==> src/rtl/register_file_pkg.sv <==
// Shared CPU constants used by the register file, destination mux and control unit.
package register_file_pkg;

  localparam int DATA_W = 32;
  localparam int ADDR_W = 5;
  localparam int DEPTH  = 2 ** ADDR_W;

  localparam logic [4:0] REG_ZERO = 5'd0;
  localparam logic [4:0] REG_RA   = 5'd31;

endpackage

==> src/rtl/reg_read_port.sv <==
// One combinational read port: zero-forcing, write-through bypass, then storage lookup.
module reg_read_port #(
  parameter int DATA_W = register_file_pkg::DATA_W,
  parameter int ADDR_W = register_file_pkg::ADDR_W
) (
  input  logic                                   rst_n,
  input  logic [ADDR_W-1:0]                      read_reg,
  input  logic                                   reg_write,
  input  logic [ADDR_W-1:0]                      write_reg,
  input  logic [DATA_W-1:0]                      write_data,
  input  logic [(2**ADDR_W)-1:0][DATA_W-1:0]     regs,
  output logic [DATA_W-1:0]                      read_data
);
  import register_file_pkg::*;

  // Priority: reset, r0, same-cycle write to this address, stored value.
  always_comb begin
    read_data = '0;
    if (!rst_n) begin
      read_data = '0;
    end else if (read_reg == ADDR_W'(REG_ZERO)) begin
      read_data = '0;
    end else if (reg_write && (write_reg == read_reg)) begin
      read_data = write_data;
    end else begin
      read_data = regs[read_reg];
    end
  end

endmodule

==> src/rtl/register_file.sv <==
// 32x32 MIPS architectural register file: two async read ports with bypass, one sync write port.
module register_file #(
  parameter int DATA_W = register_file_pkg::DATA_W,
  parameter int ADDR_W = register_file_pkg::ADDR_W
) (
  input  logic              clk,
  input  logic              rst_n,
  input  logic [ADDR_W-1:0] read_reg_1,
  input  logic [ADDR_W-1:0] read_reg_2,
  input  logic [ADDR_W-1:0] write_reg,
  input  logic [DATA_W-1:0] write_data,
  input  logic              reg_write,
  output logic [DATA_W-1:0] read_data_1,
  output logic [DATA_W-1:0] read_data_2
);
  import register_file_pkg::*;

  localparam int NREGS = 2 ** ADDR_W;

  logic [NREGS-1:0][DATA_W-1:0] regs;

  // Per-entry address match keeps an X/Z write_reg from touching anything while reg_write=0.
  always_ff @(posedge clk or negedge rst_n) begin
    if (!rst_n) begin
      regs <= '0;
    end else if (reg_write && (write_reg != ADDR_W'(REG_ZERO))) begin
      for (int i = 1; i < NREGS; i++) begin
        if (write_reg == ADDR_W'(i)) begin
          regs[i] <= write_data;
        end
      end
    end
  end

  reg_read_port #(
    .DATA_W (DATA_W),
    .ADDR_W (ADDR_W)
  ) u_port_1 (
    .rst_n      (rst_n),
    .read_reg   (read_reg_1),
    .reg_write  (reg_write),
    .write_reg  (write_reg),
    .write_data (write_data),
    .regs       (regs),
    .read_data  (read_data_1)
  );

  reg_read_port #(
    .DATA_W (DATA_W),
    .ADDR_W (ADDR_W)
  ) u_port_2 (
    .rst_n      (rst_n),
    .read_reg   (read_reg_2),
    .reg_write  (reg_write),
    .write_reg  (write_reg),
    .write_data (write_data),
    .regs       (regs),
    .read_data  (read_data_2)
  );

endmodule
==> config.mk <==
export PLATFORM = sky130hd
export DESIGN_NAME = register_file
export DESIGN_NICKNAME = d
export VERILOG_FILES = /design/src/rtl/register_file_pkg.sv /design/src/rtl/reg_read_port.sv /design/src/rtl/register_file.sv
export SDC_FILE = /design/constraint.sdc
export NUM_CORES = 2
export LEC_CHECK = 0
export CAP_MARGIN = 20
export CORE_MARGIN = 4
export CORE_UTILIZATION = 60
export DETAILED_ROUTE_END_ITERATION = 10
export PLACE_DENSITY = 0.81
export SLEW_MARGIN = 20
export SYNTH_ARGS = -nofsm -noshare
export SYNTH_HDL_FRONTEND = slang
export SYNTH_SLANG_ARGS = --single-unit
==> constraint.sdc <==
create_clock -name clk -period 6.3 [get_ports clk]
set_clock_uncertainty 0.05 [all_clocks]
set_input_delay 1.26 -clock clk [delete_from_list [all_inputs] [get_ports clk]]
set_output_delay 1.26 -clock clk [all_outputs]
set_load 0.01 [all_outputs]
==> run summary <==
CTS tree: done
H-tree depth: 3
DR vias: 35600
Netlist Area Pre-Place: 54000 sq um
Power density cells: 318 nW/um^2
Port-buffer cells: 113
Dpl ws: 0.0560 ns
CTS buffer count: 106
Setup-failing EPs final: 0
Internal Power: 14000 uW
HP Class: input port to async pin
Post-synth top flop: dfrtp_1
Antenna violations before repair: 1
First-pass GRT wire length: 241000 microns
Vias per inst: 7.33
Total congestion overflow: 0
Largest regs: regs (992)
Total core area: 88800 sq um
Maximum capacitance violations: 0
Multi-input combinational cell area: 27500 sq um
Met2 Usage GRT: 53.7%
Slew margin rel.: 21.3%
GRT met1 Usage: 45.3%
Fillers: 5870
Post-cts hold buffer count: 0
CTS max path bufs: 3
Global Route Usage Sum: 34.3%
IO Count: 114
Crit path cell chain: clkdlybuf4s50_1 -> xor2_1 -> nor4_1 -> and3_1 -> buf_4 -> nor3_1 -> nor3_2 -> buf_4 -> clkdlybuf4s50_1
Reg-to-reg endpoint: regs[699]
Syn_area_per_cell: 15.0 sq um
Stages on worst setup path: 9
Total Neg Setup Slack: 0 ns
Critical path arrival: 4.82 ns
Routed Antenna Nets: 0
Critical register-to-register path startpoint: regs[699]
Crit path capture: read_data_2[17]
Pin count of the biggest net entering global routing: 185
Outcome: complete, no violations
Critical path class: input port to output pin
Clock Sinks: 992
Sw frac: 26.9%
Startpoint Class: input port
Nets@finish: 3650
Path depth of the worst reg2reg path: 1
DRT Pass-1 Iters: 6
Distinct cells, synth: 50
Unrepaired setup endpoints after global routing: false
Max Slew Vio Count: 0
Number of synthesized flops with an enable pin: 0
CP endpoint kind: output pin
Flops & latches, synth: 992
Starting density of the core: 60.8%
Vias in the first global route: 37000
Root buffer cell: clkbuf_16
Min cycle time layout: 6.13 ns
Final WS setup: 0.166 ns
Comb pwr share: 21.0%
Period utilization: 97.4%
Max stage delay cell, worst path: nor4_1
Layout area overhead: 11.7%
Die Y: 308 microns
CP Data Required Time: 4.99 ns
Die area: 94900 sq um
YS warnings: 32
Final Util: 67.9%
Biggest register: regs
FMAX: 163 MHz
NetSw: 5170 uW
Worst hold margin: 0.433 ns
CP bufs+invs: 4
Total Wirelength: 161000 microns
Overall power: 19200 uW
R2r setup slk: 5.41 ns
M3 GR Usage: 7.08%
Post CTS Setup Buffer Count: 0
Critical path's top delay family: simple AND/OR/NAND/NOR gates
Flip-flop count of the largest register after layout: 992
Clock slew at reported path FFs: 0.06 ns
WL per Instance: 33.2 microns
Worst skew pair latency: 0.68 ns
Sequential Power Share: 44.6%
Cells after synthesis: 3607
Die Wd: 308 microns
Layout cells sized above 1: 52.8%
Clock power share: 34.4%
CP Max Fanout: 11
DRC viols: 0
FFs w/ async S/R, synth: 100%
CP max stage delay: 0.61 ns
DRT iter0 DRCs: 3962
Final hold violations: 0
Critical path origin: write_reg[2]
Sequential fraction of the synthesis area: 46.0%
Max IR drop VDD: 231 uV
Row cnt: 109
Storage element area: 24800 sq um
Top Usage Layer GRT: met2
Worst Tran Pin Value: 1.18 ns
Post-CTS Resized: 0
Dpl hpwl: 95900 microns
RD Place Congestion: 0.845
LEAKAGE: 0.0258 uW
Net count after synthesis: 3657
cells in the mapped netlist (37+ instances only):
| library cell | instances | share of area (%) |
|---|---|---|
| a211oi_1 | 52 | 0.72 |
| clkbuf_1 | 183 | 1.3 |
| mux4_2 | 480 | 20 |
| mux2i_1 | 108 | 2.0 |
| nand2_1 | 67 | 0.47 |
| o21ai_0 | 45 | 0.42 |
| buf_1 | 56 | 0.39 |
| nor3_1 | 37 | 0.34 |
| buf_2 | 94 | 0.87 |
| a221oi_1 | 38 | 0.62 |
| mux2_2 | 1053 | 22 |
| nor2_1 | 88 | 0.61 |
| dfrtp_1 | 992 | 46 |
| buf_4 | 55 | 0.76 |
per-stage QoR:
stage / std cells / area (sq um)
floorplan: 3607 / 54000
global placement: 4656 / 56600
detailed placement: 4656 / 56600
CTS: 4856 / 60300
global route: 4857 / 60300
finish: 4858 / 60300
area by class of cell:
cell class	count	share of cell area, %
Antenna cell	1	0.00415
Clock buffer	153	5.22
Clock inverter	47	0.934
Inverter	1	0.00622
Multi-Input combinational cell	2212	45.6
Sequential cell	992	41.2
Tap cell	1165	2.42
Timing Repair Buffer	287	4.70
placed cells by master, fill, tap and decap left out, drive strengths merged, types with 7 or more instances in the layout:
| cell | count |
|---|---|
| nand3 | 10 |
| a2111oi | 13 |
| clkbuf | 153 |
| mux4 | 480 |
| o22ai | 16 |
| nand2 | 67 |
| bufinv | 11 |
| a211oi | 52 |
| a22o | 22 |
| clkinv | 28 |
| mux2 | 1063 |
| clkdlybuf4s50 | 102 |
| nand2b | 10 |
| dfrtp | 992 |
| nor2 | 88 |
| nor2b | 29 |
| nor4 | 11 |
| a221oi | 38 |
| a21oi | 25 |
| mux2i | 108 |
| a22oi | 31 |
| o21ai | 46 |
| buf | 185 |
| o22a | 7 |
| nor3 | 37 |
worst min path at each step:
stage          cells after the start  startpoint  slack (ns)         to
2_1_floorplan                      1   regs[225]        0.42  regs[225]
3_3_place_gp                       1   regs[404]        0.44  regs[404]
3_5_place_dp                       1   regs[225]        0.45  regs[225]
4_1_cts                            1       rst_n        0.43  regs[876]
5_1_grt                            1       rst_n        0.45  regs[652]
6_report                           1       rst_n        0.43  regs[876]
cell families (layout without fill, tap and decap cells):
logic type	count (synthesis)	in the layout	synth area share [%]
buffers and inverters	403	488	3.58
xor gates and xnor gates	10	10	0.162
other	0	1	0
muxes	1651	1651	44.2
and+or+nand+nor	274	274	2.38
AOI/OAI and AO/OA	277	277	3.72
DFF	992	992	46.0
per-layer routing:
layer	up-vias	part of all wire, %
li1	14000	-
met1	18900	37
met2	2133	47
met3	571	9.7
met4	0	6.7
met5	-	0
power by group through the flow:
stage                     clock (uW)  combinational [uW]  sequential (uW)
final                           6610                4030             8560
after global routing            6910                4300             8680
after CTS                       6650                4030             8500
after detailed placement           0                4000             8600
after global placement             0                3880             8490
after floorplan                    0                3060             8280
Note: power is estimated with default switching activity, not from simulation.
